===== src/rtl/serdes_align_ctrl.sv =====
// Training controller for one ISERDESE2 + IDELAYE2 lane (CLKDIV domain).
// Sweeps all 32 delay taps, loads the centre of the widest passing window, then bitslips to word lock.
module serdes_align_ctrl #(
  parameter int                    DATA_WIDTH    = 8,
  parameter logic [DATA_WIDTH-1:0] TRAIN_PATTERN = DATA_WIDTH'(8'h6A),
  parameter int                    SAMPLES       = 16,
  parameter int                    SETTLE_CYCLES = 8,
  parameter int                    BITSLIP_WAIT  = 4,
  parameter int                    MIN_WINDOW    = 4
) (
  input  logic                  clk_i,
  input  logic                  rst_ni,
  input  logic                  start_i,
  input  logic [DATA_WIDTH-1:0] data_i,
  output logic                  dly_ld_o,
  output logic [4:0]            dly_cntvalue_o,
  output logic                  bitslip_o,
  output logic                  busy_o,
  output logic                  done_o,
  output logic                  error_o,
  output logic [4:0]            tap_o,
  output logic [5:0]            window_len_o,
  output logic [2:0]            slip_cnt_o
);

  localparam int CMAX0 = (SAMPLES > SETTLE_CYCLES) ? SAMPLES : SETTLE_CYCLES;
  localparam int CMAX  = (CMAX0 > BITSLIP_WAIT) ? CMAX0 : BITSLIP_WAIT;
  localparam int CW    = $clog2(CMAX + 1);

  localparam logic [CW-1:0] SAMP_LAST = CW'(SAMPLES - 1);
  localparam logic [CW-1:0] SETL_LAST = CW'(SETTLE_CYCLES - 1);
  localparam logic [CW-1:0] BSW_LAST  = CW'(BITSLIP_WAIT - 1);
  localparam logic [2:0]    SLIP_MAX  = 3'(DATA_WIDTH - 1);
  localparam logic [5:0]    MIN_WIN   = 6'(MIN_WINDOW);

  typedef enum logic [2:0] {
    S_IDLE, S_LOAD, S_SETTLE, S_SWEEP, S_ALIGN, S_SLIP, S_SLIPW, S_DONE
  } state_t;

  state_t                r_state, w_state;
  logic [4:0]            r_tap, w_tap;
  logic                  r_align, w_align;
  logic [CW-1:0]         r_cnt, w_cnt;
  logic [DATA_WIDTH-1:0] r_ref, w_ref;
  logic [4:0]            r_cur_start, w_cur_start;
  logic [5:0]            r_cur_len, w_cur_len;
  logic [4:0]            r_best_start, w_best_start;
  logic [5:0]            r_best_len, w_best_len;
  logic [2:0]            r_slips, w_slips;
  logic                  r_ld, w_ld;
  logic                  r_bs, w_bs;
  logic                  r_busy, w_busy;
  logic                  r_done, w_done;
  logic                  r_err, w_err;
  logic [4:0]            r_tap_out, w_tap_out;

  // True when w is TRAIN_PATTERN rotated by any amount 0..DATA_WIDTH-1.
  function automatic logic is_rot(input logic [DATA_WIDTH-1:0] w);
    logic [DATA_WIDTH-1:0] r;
    logic                  hit;
    hit = 1'b0;
    r   = TRAIN_PATTERN;
    for (int k = 0; k < DATA_WIDTH; k++) begin
      if (w == r) hit = 1'b1;
      r = {r[DATA_WIDTH-2:0], r[DATA_WIDTH-1]};
    end
    return hit;
  endfunction

  // Sweep bookkeeping, valid on the cycle a tap verdict is reached.
  logic       w_word_ok;
  logic [5:0] w_run_len;
  logic [4:0] w_run_start;
  logic       w_newbest;
  logic [5:0] w_win_len;
  logic [4:0] w_win_start;
  logic [4:0] w_centre;

  assign w_word_ok   = (r_cnt == '0) ? is_rot(data_i) : (data_i == r_ref);
  assign w_run_len   = w_word_ok ? (r_cur_len + 6'd1) : 6'd0;
  assign w_run_start = (w_word_ok && (r_cur_len == 6'd0)) ? r_tap : r_cur_start;
  assign w_newbest   = (w_run_len > r_best_len);
  assign w_win_len   = w_newbest ? w_run_len : r_best_len;
  assign w_win_start = w_newbest ? w_run_start : r_best_start;
  assign w_centre    = w_win_start + 5'(w_win_len >> 1);

  always_comb begin
    w_state      = r_state;
    w_tap        = r_tap;
    w_align      = r_align;
    w_cnt        = r_cnt;
    w_ref        = r_ref;
    w_cur_start  = r_cur_start;
    w_cur_len    = r_cur_len;
    w_best_start = r_best_start;
    w_best_len   = r_best_len;
    w_slips      = r_slips;
    w_ld         = 1'b0;
    w_bs         = 1'b0;
    w_busy       = r_busy;
    w_done       = r_done;
    w_err        = r_err;
    w_tap_out    = r_tap_out;

    case (r_state)
      S_IDLE, S_DONE: begin
        w_state = S_IDLE;
        if (start_i) begin
          w_tap        = 5'd0;
          w_align      = 1'b0;
          w_cnt        = '0;
          w_cur_start  = 5'd0;
          w_cur_len    = 6'd0;
          w_best_start = 5'd0;
          w_best_len   = 6'd0;
          w_slips      = 3'd0;
          w_done       = 1'b0;
          w_err        = 1'b0;
          w_busy       = 1'b1;
          w_state      = S_LOAD;
        end
      end
      S_LOAD: begin
        w_ld    = 1'b1;
        w_cnt   = '0;
        w_state = S_SETTLE;
      end
      S_SETTLE: begin
        if (r_cnt == SETL_LAST) begin
          w_cnt   = '0;
          w_state = r_align ? S_ALIGN : S_SWEEP;
        end else begin
          w_cnt = r_cnt + CW'(1);
        end
      end
      S_SWEEP: begin
        if (r_cnt == '0) w_ref = data_i;
        if (!w_word_ok || (r_cnt == SAMP_LAST)) begin
          w_cnt        = '0;
          w_cur_len    = w_run_len;
          w_cur_start  = w_run_start;
          w_best_len   = w_win_len;
          w_best_start = w_win_start;
          if (r_tap != 5'd31) begin
            w_tap   = r_tap + 5'd1;
            w_state = S_LOAD;
          end else if (w_win_len < MIN_WIN) begin
            w_err     = 1'b1;
            w_done    = 1'b1;
            w_busy    = 1'b0;
            w_tap_out = r_tap;
            w_state   = S_DONE;
          end else begin
            w_tap   = w_centre;
            w_align = 1'b1;
            w_state = S_LOAD;
          end
        end else begin
          w_cnt = r_cnt + CW'(1);
        end
      end
      S_ALIGN: begin
        if (data_i != TRAIN_PATTERN) begin
          w_cnt = '0;
          if (r_slips != SLIP_MAX) begin
            w_state = S_SLIP;
          end else begin
            w_err     = 1'b1;
            w_done    = 1'b1;
            w_busy    = 1'b0;
            w_tap_out = r_tap;
            w_state   = S_DONE;
          end
        end else if (r_cnt == SAMP_LAST) begin
          w_cnt     = '0;
          w_done    = 1'b1;
          w_busy    = 1'b0;
          w_tap_out = r_tap;
          w_state   = S_DONE;
        end else begin
          w_cnt = r_cnt + CW'(1);
        end
      end
      S_SLIP: begin
        w_bs    = 1'b1;
        w_slips = r_slips + 3'd1;
        w_cnt   = '0;
        w_state = S_SLIPW;
      end
      S_SLIPW: begin
        if (r_cnt == BSW_LAST) begin
          w_cnt   = '0;
          w_state = S_ALIGN;
        end else begin
          w_cnt = r_cnt + CW'(1);
        end
      end
      default: w_state = S_IDLE;
    endcase
  end

  always_ff @(posedge clk_i or negedge rst_ni) begin
    if (!rst_ni) begin
      r_state      <= S_IDLE;
      r_tap        <= 5'd0;
      r_align      <= 1'b0;
      r_cnt        <= '0;
      r_ref        <= '0;
      r_cur_start  <= 5'd0;
      r_cur_len    <= 6'd0;
      r_best_start <= 5'd0;
      r_best_len   <= 6'd0;
      r_slips      <= 3'd0;
      r_ld         <= 1'b0;
      r_bs         <= 1'b0;
      r_busy       <= 1'b0;
      r_done       <= 1'b0;
      r_err        <= 1'b0;
      r_tap_out    <= 5'd0;
    end else begin
      r_state      <= w_state;
      r_tap        <= w_tap;
      r_align      <= w_align;
      r_cnt        <= w_cnt;
      r_ref        <= w_ref;
      r_cur_start  <= w_cur_start;
      r_cur_len    <= w_cur_len;
      r_best_start <= w_best_start;
      r_best_len   <= w_best_len;
      r_slips      <= w_slips;
      r_ld         <= w_ld;
      r_bs         <= w_bs;
      r_busy       <= w_busy;
      r_done       <= w_done;
      r_err        <= w_err;
      r_tap_out    <= w_tap_out;
    end
  end

  // LD and BITSLIP are registered so each is a clean single-cycle pulse.
  assign dly_ld_o       = r_ld;
  assign dly_cntvalue_o = r_tap;
  assign bitslip_o      = r_bs;
  assign busy_o         = r_busy;
  assign done_o         = r_done;
  assign error_o        = r_err;
  assign tap_o          = r_tap_out;
  assign window_len_o   = r_best_len;
  assign slip_cnt_o     = r_slips;

endmodule


===== config.mk =====
export PLATFORM = sky130hd
export DESIGN_NAME = serdes_align_ctrl
export DESIGN_NICKNAME = d
export VERILOG_FILES = /design/src/rtl/serdes_align_ctrl.sv
export SDC_FILE = /design/constraint.sdc
export NUM_CORES = 1
export LEC_CHECK = 0
export CAP_MARGIN = 5
export CORE_MARGIN = 1
export CORE_UTILIZATION = 34
export CTS_CLUSTER_DIAMETER = 200
export DETAILED_ROUTE_END_ITERATION = 7
export HOLD_SLACK_MARGIN = 0.08
export SLEW_MARGIN = 10
export SYNTH_ARGS = -nofsm -noshare
export SYNTH_HDL_FRONTEND = slang
export SYNTH_SLANG_ARGS = --single-unit
export TNS_END_PERCENT = 5

===== constraint.sdc =====
create_clock -name clk_i -period 11.76 [get_ports clk_i]
set_input_delay 1.176 -clock clk_i [delete_from_list [all_inputs] [get_ports clk_i]]
set_output_delay 1.176 -clock clk_i [all_outputs]
set_load 0.02 [all_outputs]

======== Word level (Yosys, flattened, before mapping) ========
Cells that the tools add are included.
word-level totals
  bits in registers ....................... 57
  input port bits ......................... 11
operators by class
  add/sub/neg operators ................... 5
  $lt $le $gt $ge ......................... 2
  equal/unequal tests ..................... 34
  muxes and demuxes ....................... 77
  reduce and logical (&&, ||, !) cells .... 21
operators with widths
  kind                                                                     number
  5-bit two-way mux                                                        19
  5-bit one-hot mux with 2 select lines                                    4
  8-bit equality test, second input constant                               4
  1-bit two-way mux                                                        30
  6-bit two-way mux                                                        5
  5-bit one-hot mux with 6 select lines                                    1
  3-bit two-way mux                                                        9
  8-bit by 7-bit equality test with 1-bit output, second input constant    3
  6-bit one-hot mux with 2 select lines                                    2
  3-bit one-hot mux with 7 select lines                                    1
  2-bit inequality test, second input constant                             9
  7-bit AND reduction                                                      2
  3-bit equality test, second input constant                               4
  3-bit inequality test, second input constant                             4
  5-bit by 1-bit adder with 5-bit output, second input constant            2
  1-bit one-hot mux with 3 select lines                                    3
  8-bit by 6-bit equality test with 1-bit output, second input constant    1
  8-bit equality test                                                      1
  8-bit by 7-bit inequality test with 1-bit output, second input constant  1
  4-bit AND reduction                                                      2
  6-bit by 1-bit adder with 6-bit output, second input constant            1
  3-bit by 2-bit equality test with 1-bit output, second input constant    2
  6-bit > comparator                                                       1
  6-bit zero test                                                          1
  23 further kinds                                                         27

======== Depth between registers and ports, before layout ========
Gate-level depths: netlist of run 1.
  word-level depth ........................ 18
  depth in mapped cells ................... 22
  depth with buffers taken out ............ 21

======== Least setup slack after synthesis of run 1 ========
OpenSTA, ideal clock, no wires.
  path kind ............................... input port to flip-flop
  from .................................... in data_i[3]
  to ...................................... reg r_tap[4] (netlist: dly_cntvalue_o[4])
  setup time .............................. 0.095 ns
  data arrival time ....................... 5.192 ns
  setup slack ............................. 6.473 ns
  stages on the path ...................... 20
  path through ............................ buf_2 > and4bb_1 > o21ai_0 > nand4_2 > o21ai_4 > nor2_1 > ha_1 > a21o_1 > a21o_1 > a211oi_1 > or2_2 > clkbuf_1 > o21ai_0 > ha_1 > fa_1 > a21o_1 > a21oi_1 > xor2_1 > xnor2_1 > o31ai_1
between the ends
  word-level cells in the longest chain between the ends .. 18
  elaborated cells between the ends (all ways) .. 35
ends and longest elaborated chain
  what                                                     line    text
  from (decl)                                              14      input logic [DATA_WIDTH-1:0] data_i,
  8-bit by 7-bit equality test with 1-bit output           64      if (w == r) hit = 1'b1;
  1-bit two-way mux (8 in a row)                           64
  1-bit two-way mux *                                      79      assign w_word_ok = (r_cnt == '0) ? is_rot(data_i) : (data_i == r_ref);
  6-bit two-way mux or 1-bit logical AND (tied branches)   80, 81
  6-bit > comparator or 5-bit two-way mux (tied branches)  82, 81
  5-bit two-way mux or 6-bit two-way mux (tied branches)   84, 83
  5-bit adder                                              85      assign w_centre = w_win_start + 5'(w_win_len >> 1);
  5-bit two-way mux                                        147     end else if (w_win_len < MIN_WIN) begin
  5-bit two-way mux                                        144     if (r_tap != 5'd31) begin
  5-bit two-way mux                                        138     if (!w_word_ok || (r_cnt == SAMP_LAST)) begin
  5-bit one-hot mux with 2 select lines                    105     case (r_state)
  to (signal assigned)                                     222     r_tap <= w_tap;
  to (decl)                                                41      logic [4:0] r_tap, w_tap;
Every way passes the cells marked *; elsewhere a longest branch is shown, timed or not. The select of a mux whose other input is x is not followed.
A chain may end at the register's enable or synchronous reset.

======== Final worst setup path of run 1 ========
  from .................................... in data_i[7]
  to ...................................... reg r_tap[4] (netlist: dly_cntvalue_o[4])
Same word-level chain as after synthesis.

==> out/metrics.yaml, run 1 <==
clk_path_buf_depth: 2
syn_inst: 381
end_kind: "register"
root_buffer: "clkbuf_8"
crit_type: "in2reg"
drive_above_1_share_pct: 13.3
fmax_ghz: 0.170
grt_pass1_vias: 2856
wl_per_cell_um: 15.6
cts_buffers: 9
die-area_mm2: 0.0113
hold_path.class: "reg2reg"
hold_violations: 0
layout_common_cells: "57 x dfrtp_1, 34 x o21ai_0, 33 x clkdlybuf4s50_1"
coreArea_mm2: 0.0105
cp_data_arrival_time_ns: 6.13
async_flop_share_pct: 100
synth.avg_cell_area_um2: 9.74
die_y_um: 106
drc: 0
p_per_area_mw_per_mm2: 203
layout.nets: 442
die_x_um: 106
endpoint: "dly_cntvalue_o[4]"
final_common_cell: "dfrtp_1"
reg2reg_depth: 20
ff2ff_setup_slack_ns: 6.74
rows: 37
diodes: 0
drt-pass1-iter-count: 4
worst_pin_slew_ns: 1.17
cts_setup_buffers: 0
place_hpwl_mm: 6.26
io_buffers: 34
synth-seq-cells: 57
synth_cell_types: 64
final_cell_area_mm2: 0.00439
rsz0062_at_grt: "no"
via_count: 2953
yosysSeqAreaShare_pct: 38.4
synth_area_mm2: 0.00371
synthToLayoutAreaGrowth_pct: 18.2
finalCoreUtilization_pct: 41.9
cts_resized: 0
routed_wl_mm: 8.60
clk_pin_slew_worst_paths_ns: 0.07
grt_pass1_wl_mm: 14.2
r2r-start: "r_cnt[0]"
initial_core_util_pct: 35.5
synth-edff-count: 0
required_ns: 12.01
drv_cap: 0
cp-startpoint: "data_i[7]"
status: "complete, no violations"
cts_tree: "built"
yosys_warnings: 0
clock-sinks: 57
track_usage_pct: 16.0
grt-ovfl-total: 0
crit_fanout: 10
placed_area_mm2: 0.00415
fill_cells: 1055
slew_viol_final: 0
synthFlopType: "dfrtp_1"
rr_endpoint: "dly_cntvalue_o[4]"
period_share_pct: 50.0
period_needed_ns: 5.88
finClkSkew_ns: 0.00770
tns_ns: 0
hold_buffers: 0
relSlewSlack_pct: 22.0
synth_nets: 413
final_antenna_net_count: 0
detail_route.vias_per_cell: 5.36
start_kind: "primary input"
io_pins: 35
grt_max_degree: 58
htree_levels: 3
vdd_drop_max_mv: 0.0702
antenna_found_initial: 0
power_leakage_uw: 0.00193
clk_latency_ns: 0.34
drtIter0Drc: 215
finalSetupViolations: 0
power_uw: 891
routabilityCongestion: 0.919
==> power by group <==
part | internal [uW] | total (uW) | switching (uW)
clock | 141 | 227 | 86.6
sequential | 241 | 298 | 57.4
combinational | 157 | 366 | 209
==> registers in the layout, summed over array words and instances, names as in the netlist, 3 cells and up <==
register / count
r_best_start: 5
r_cur_start: 5
r_state: 3
r_cur_len: 6
slip_cnt_o: 3
r_ref: 8
window_len_o: 6
tap_o: 5
r_cnt: 5
dly_cntvalue_o: 5
==> synth_stat cells (all sizes together) (4+ instances only) <==
cell	instances	area, um2
xor2	9	78.8
inv	26	97.6
nand3	21	105
buf	6	37.5
nor4bb	6	60.1
nand2	24	90.1
and3	4	25.0
nor2	25	93.8
mux2	17	210
ha	20	250
nand3b	5	37.5
nand2b	4	25.0
and4bb	5	62.6
a22o	12	105
nand4	6	43.8
dfrtp	57	1430
clkbuf	11	41.3
a21oi	15	90.1
mux2i	6	60.1
o21ai	37	208
nor3	7	35.0
a21o	8	60.1
xnor2	7	61.3
==> logic make-up (layout without fill, tap and decap cells) <==
kind of cell | count (synthesis) | count (layout) | share of synthesized area, %
AO/OA/AOI/OAI | 101 | 101 | 19.8
flip-flops | 57 | 57 | 38.4
XOR/XNOR | 16 | 16 | 3.78
adder cells (fa/ha/maj) | 21 | 21 | 7.28
multiplexers | 23 | 23 | 7.28
AND/OR/NAND/NOR | 120 | 120 | 18.7
buffers and inverters | 43 | 77 | 4.75
==> layout make-up <==
type                    instances  area (um2)  area share, %
multi-input cells             281        2110           48.0
flip-flops and latches         57        1430           32.5
repair buffers                 35         343           7.81
well taps                     136         170           3.88
clock buffers                   9         124           2.82
clock inverters                 7         119           2.71
inverters                      26        97.6           2.22
==> stage by stage <==
stage / std cells / hold slack [ns] / worst slack, ns
finish: 551 / 0.509 / 5.88
global route: 551 / 0.519 / 5.49
CTS: 551 / 0.511 / 5.90
detailed placement: 535 / 0.488 / 5.54
global placement: 535 / 0.481 / 5.75
floorplan: 381 / 0.450 / 6.47
==> worst max-delay path: stages <==
cell	delay [ns]
clkdlybuf4s50_1	0.67
and4bb_1	0.27
o21ai_0	0.21
nand4_2	0.23
o21ai_4	0.33
nor2_1	0.13
ha_1	0.30
a21o_1	0.16
a21o_1	0.17
a211oi_1	0.39
nor2_1	0.24
mux2_2	0.34
ha_1	0.23
fa_1	0.41
a21o_1	0.20
a21oi_1	0.18
xor2_1	0.19
xnor2_1	0.08
o31ai_1	0.22
==> layer usage <==
| layer | vias up | share of wire (%) | global-route usage, % |
|---|---|---|---|
| met5 | - | 0 | 0 |
| met4 | 0 | 1.4 | 5.58 |
| li1 | 1444 | - | - |
| met2 | 51 | 46 | 25.2 |
| met1 | 1448 | 49 | 22.1 |
| met3 | 10 | 3.5 | 2.64 |
==> how the worst min path moves through the flow <==
stage / from / slack, ns / cells past startpoint / endpoint
floorplan: r_best_start[4] / 0.45 / 1 / r_best_start[4]
global placement: r_best_start[2] / 0.48 / 1 / r_best_start[2]
detailed placement: r_best_start[0] / 0.49 / 1 / r_best_start[0]
CTS: r_best_start[0] / 0.51 / 1 / r_best_start[0]
global route: r_best_start[2] / 0.52 / 1 / r_best_start[2]
finish: r_best_start[0] / 0.51 / 1 / r_best_start[0]
Note: power is estimated with default switching activity, not from simulation.
==> run 2: changes to the inputs <==
- clock period: 11.76 -> 5.5 ns (I/O delays scaled with it)
==> run 2 against run 1 <==
Combinational power grew 120%. Utilization increased by 0.19 points. Global-route usage is 0.68 points higher. Non-clock buffer count increased by 2. Routed wire length increased by 2.4%. Die area did not move. Critical path type unchanged. Flip-flop and latch count stayed put. First-iteration DRC count grew 5.6%. Setup slack lost 5.4 ns. Largest power group unchanged. Critical path depth stayed put. Worst hold slack lost 0.14 ns. Sequential power grew 110%.
==> out/metrics.yaml, run 2 (synthesis gave the netlist of run 1 again) <==
multiInputGateArea_mm2: 0.00211
relSlewSlack_pct: 33.1
drv_cap: 0
slew_viol_final: 0
power_leakage_uw: 0.00195
seq_area_mm2: 0.00143
period_needed_ns: 5.02
drive_above_1_share_pct: 13.9
coreArea_mm2: 0.0105
layout.nets: 444
die-area_mm2: 0.0113
finalSetupViolations: 0
cp_data_arrival_time_ns: 5.27
rsz0062_at_grt: "no"
grt_pass1_vias: 2954
antenna_found_initial: 0
final_antenna_net_count: 0
routed_wl_mm: 8.81
io_buffers: 34
clk_pin_slew_worst_paths_ns: 0.07
required_ns: 5.75
routabilityCongestion: 0.822
start_kind: "primary input"
tns_ns: 0
worst_pin_slew_ns: 1.00
final_common_cell: "dfrtp_1"
hold_path.class: "in2async"
diodes: 0
fmax_ghz: 0.199
via_count: 3000
vdd_drop_max_mv: 0.164
drc: 0
placed_area_mm2: 0.00416
period_share_pct: 91.3
die_y_um: 106
regMostFlops: "r_ref"
status: "complete, no violations"
place_hpwl_mm: 6.27
clock-sinks: 57
drt-pass1-iter-count: 4
crit_fanout: 12
grt_pass1_wl_mm: 14.8
layout_common_cells: "57 x dfrtp_1, 34 x o21ai_0, 33 x clkdlybuf4s50_1"
die_x_um: 106
io_pins: 35
rows: 37
crit_type: "in2reg"
largest_reg_flops: 8
wl_per_cell_um: 15.9
clk_latency_ns: 0.34
initial_core_util_pct: 35.5
fill_cells: 1026
grt-ovfl-total: 0
drtIter0Drc: 227
p_per_area_mw_per_mm2: 436
htree_levels: 3
finClkSkew_ns: 0.00512
finalCoreUtilization_pct: 42.1
cts_buffers: 9
root_buffer: "clkbuf_8"
final_cell_area_mm2: 0.00441
end_kind: "register"
clk_path_buf_depth: 2
detail_route.vias_per_cell: 5.42
grt_max_degree: 58
hold_buffers: 0
cts_tree: "built"
synthToLayoutAreaGrowth_pct: 18.8
track_usage_pct: 16.7
hold_violations: 0
run 2: stage by stage:
stage | setup slack [ns] | instances | hold slack [ns] | power (uW)
6_report | 0.480 | 553 | 0.367 | 1920
4_1_cts | 0.409 | 553 | 0.387 | 1940
3_5_place_dp | 0.0778 | 537 | 0.489 | 1450
3_3_place_gp | 0.225 | 537 | 0.470 | 1440
5_1_grt | 0.127 | 553 | 0.432 | 2050
2_1_floorplan | 0.839 | 381 | 0.254 | 1220
run 2: repair_timing:
item / 4_1_cts / 5_1_grt
gates resized for setup: 0 / 1
buffers inserted: 0 / 0
endpoints found under the setup margin: 0 / 1
run 2: layer usage:
metal  vias to the layer above  GRT usage (%)  part of all wire [%]
met3                        11           4.29                   3.8
met2                        67           25.9                    47
li1                       1450              -                     -
met5                         -              0                     0
met4                         0           6.07                   1.5
met1                      1472           22.3                    48
run 2: power breakdown:
| group | switching [uW] | internal (uW) |
|---|---|---|
| clock network | 176 | 311 |
| registers | 120 | 515 |
| logic | 454 | 348 |
| total | 750 | 1170 |
run 2: critical path: stages:
cell	delay (ns)
clkdlybuf4s50_1	0.67
and4bb_1	0.27
o21ai_0	0.20
nand4_2	0.23
o21ai_4	0.34
nor2_1	0.14
ha_1	0.31
a21o_1	0.16
a21o_1	0.18
a211oi_2	0.29
or2_2	0.29
o21ai_0	0.16
ha_1	0.24
fa_1	0.41
a21o_1	0.19
a21oi_1	0.17
xor2_1	0.19
xnor2_1	0.08
o31ai_1	0.18
run 2: final timing paths:
kind / startpoint / to / slack [ns] / depth (start not counted)
worst max-delay path: data_i[7] / dly_cntvalue_o[4] / 0.48 / 19
worst min-delay path: rst_ni / window_len_o[4] / 0.37 / 2
worst max register to register: r_cnt[0] / dly_cntvalue_o[4] / 0.72 / 20
worst min register to register: r_best_start[1] / r_best_start[1] / 0.51 / 1
max in group asynchronous: rst_ni / r_ref[6] / 4.65 / 2
min in group clk_i: r_best_start[1] / r_best_start[1] / 0.51 / 1
run 2: cell type report:
cell class,instances,area share (%)
inverter,26,2.21
sequential,57,32.4
multi-input combinational,281,47.9
clock buffer,10,3.12
timing repair buffer,37,8.12
clock inverter,6,2.38
tap,136,3.86
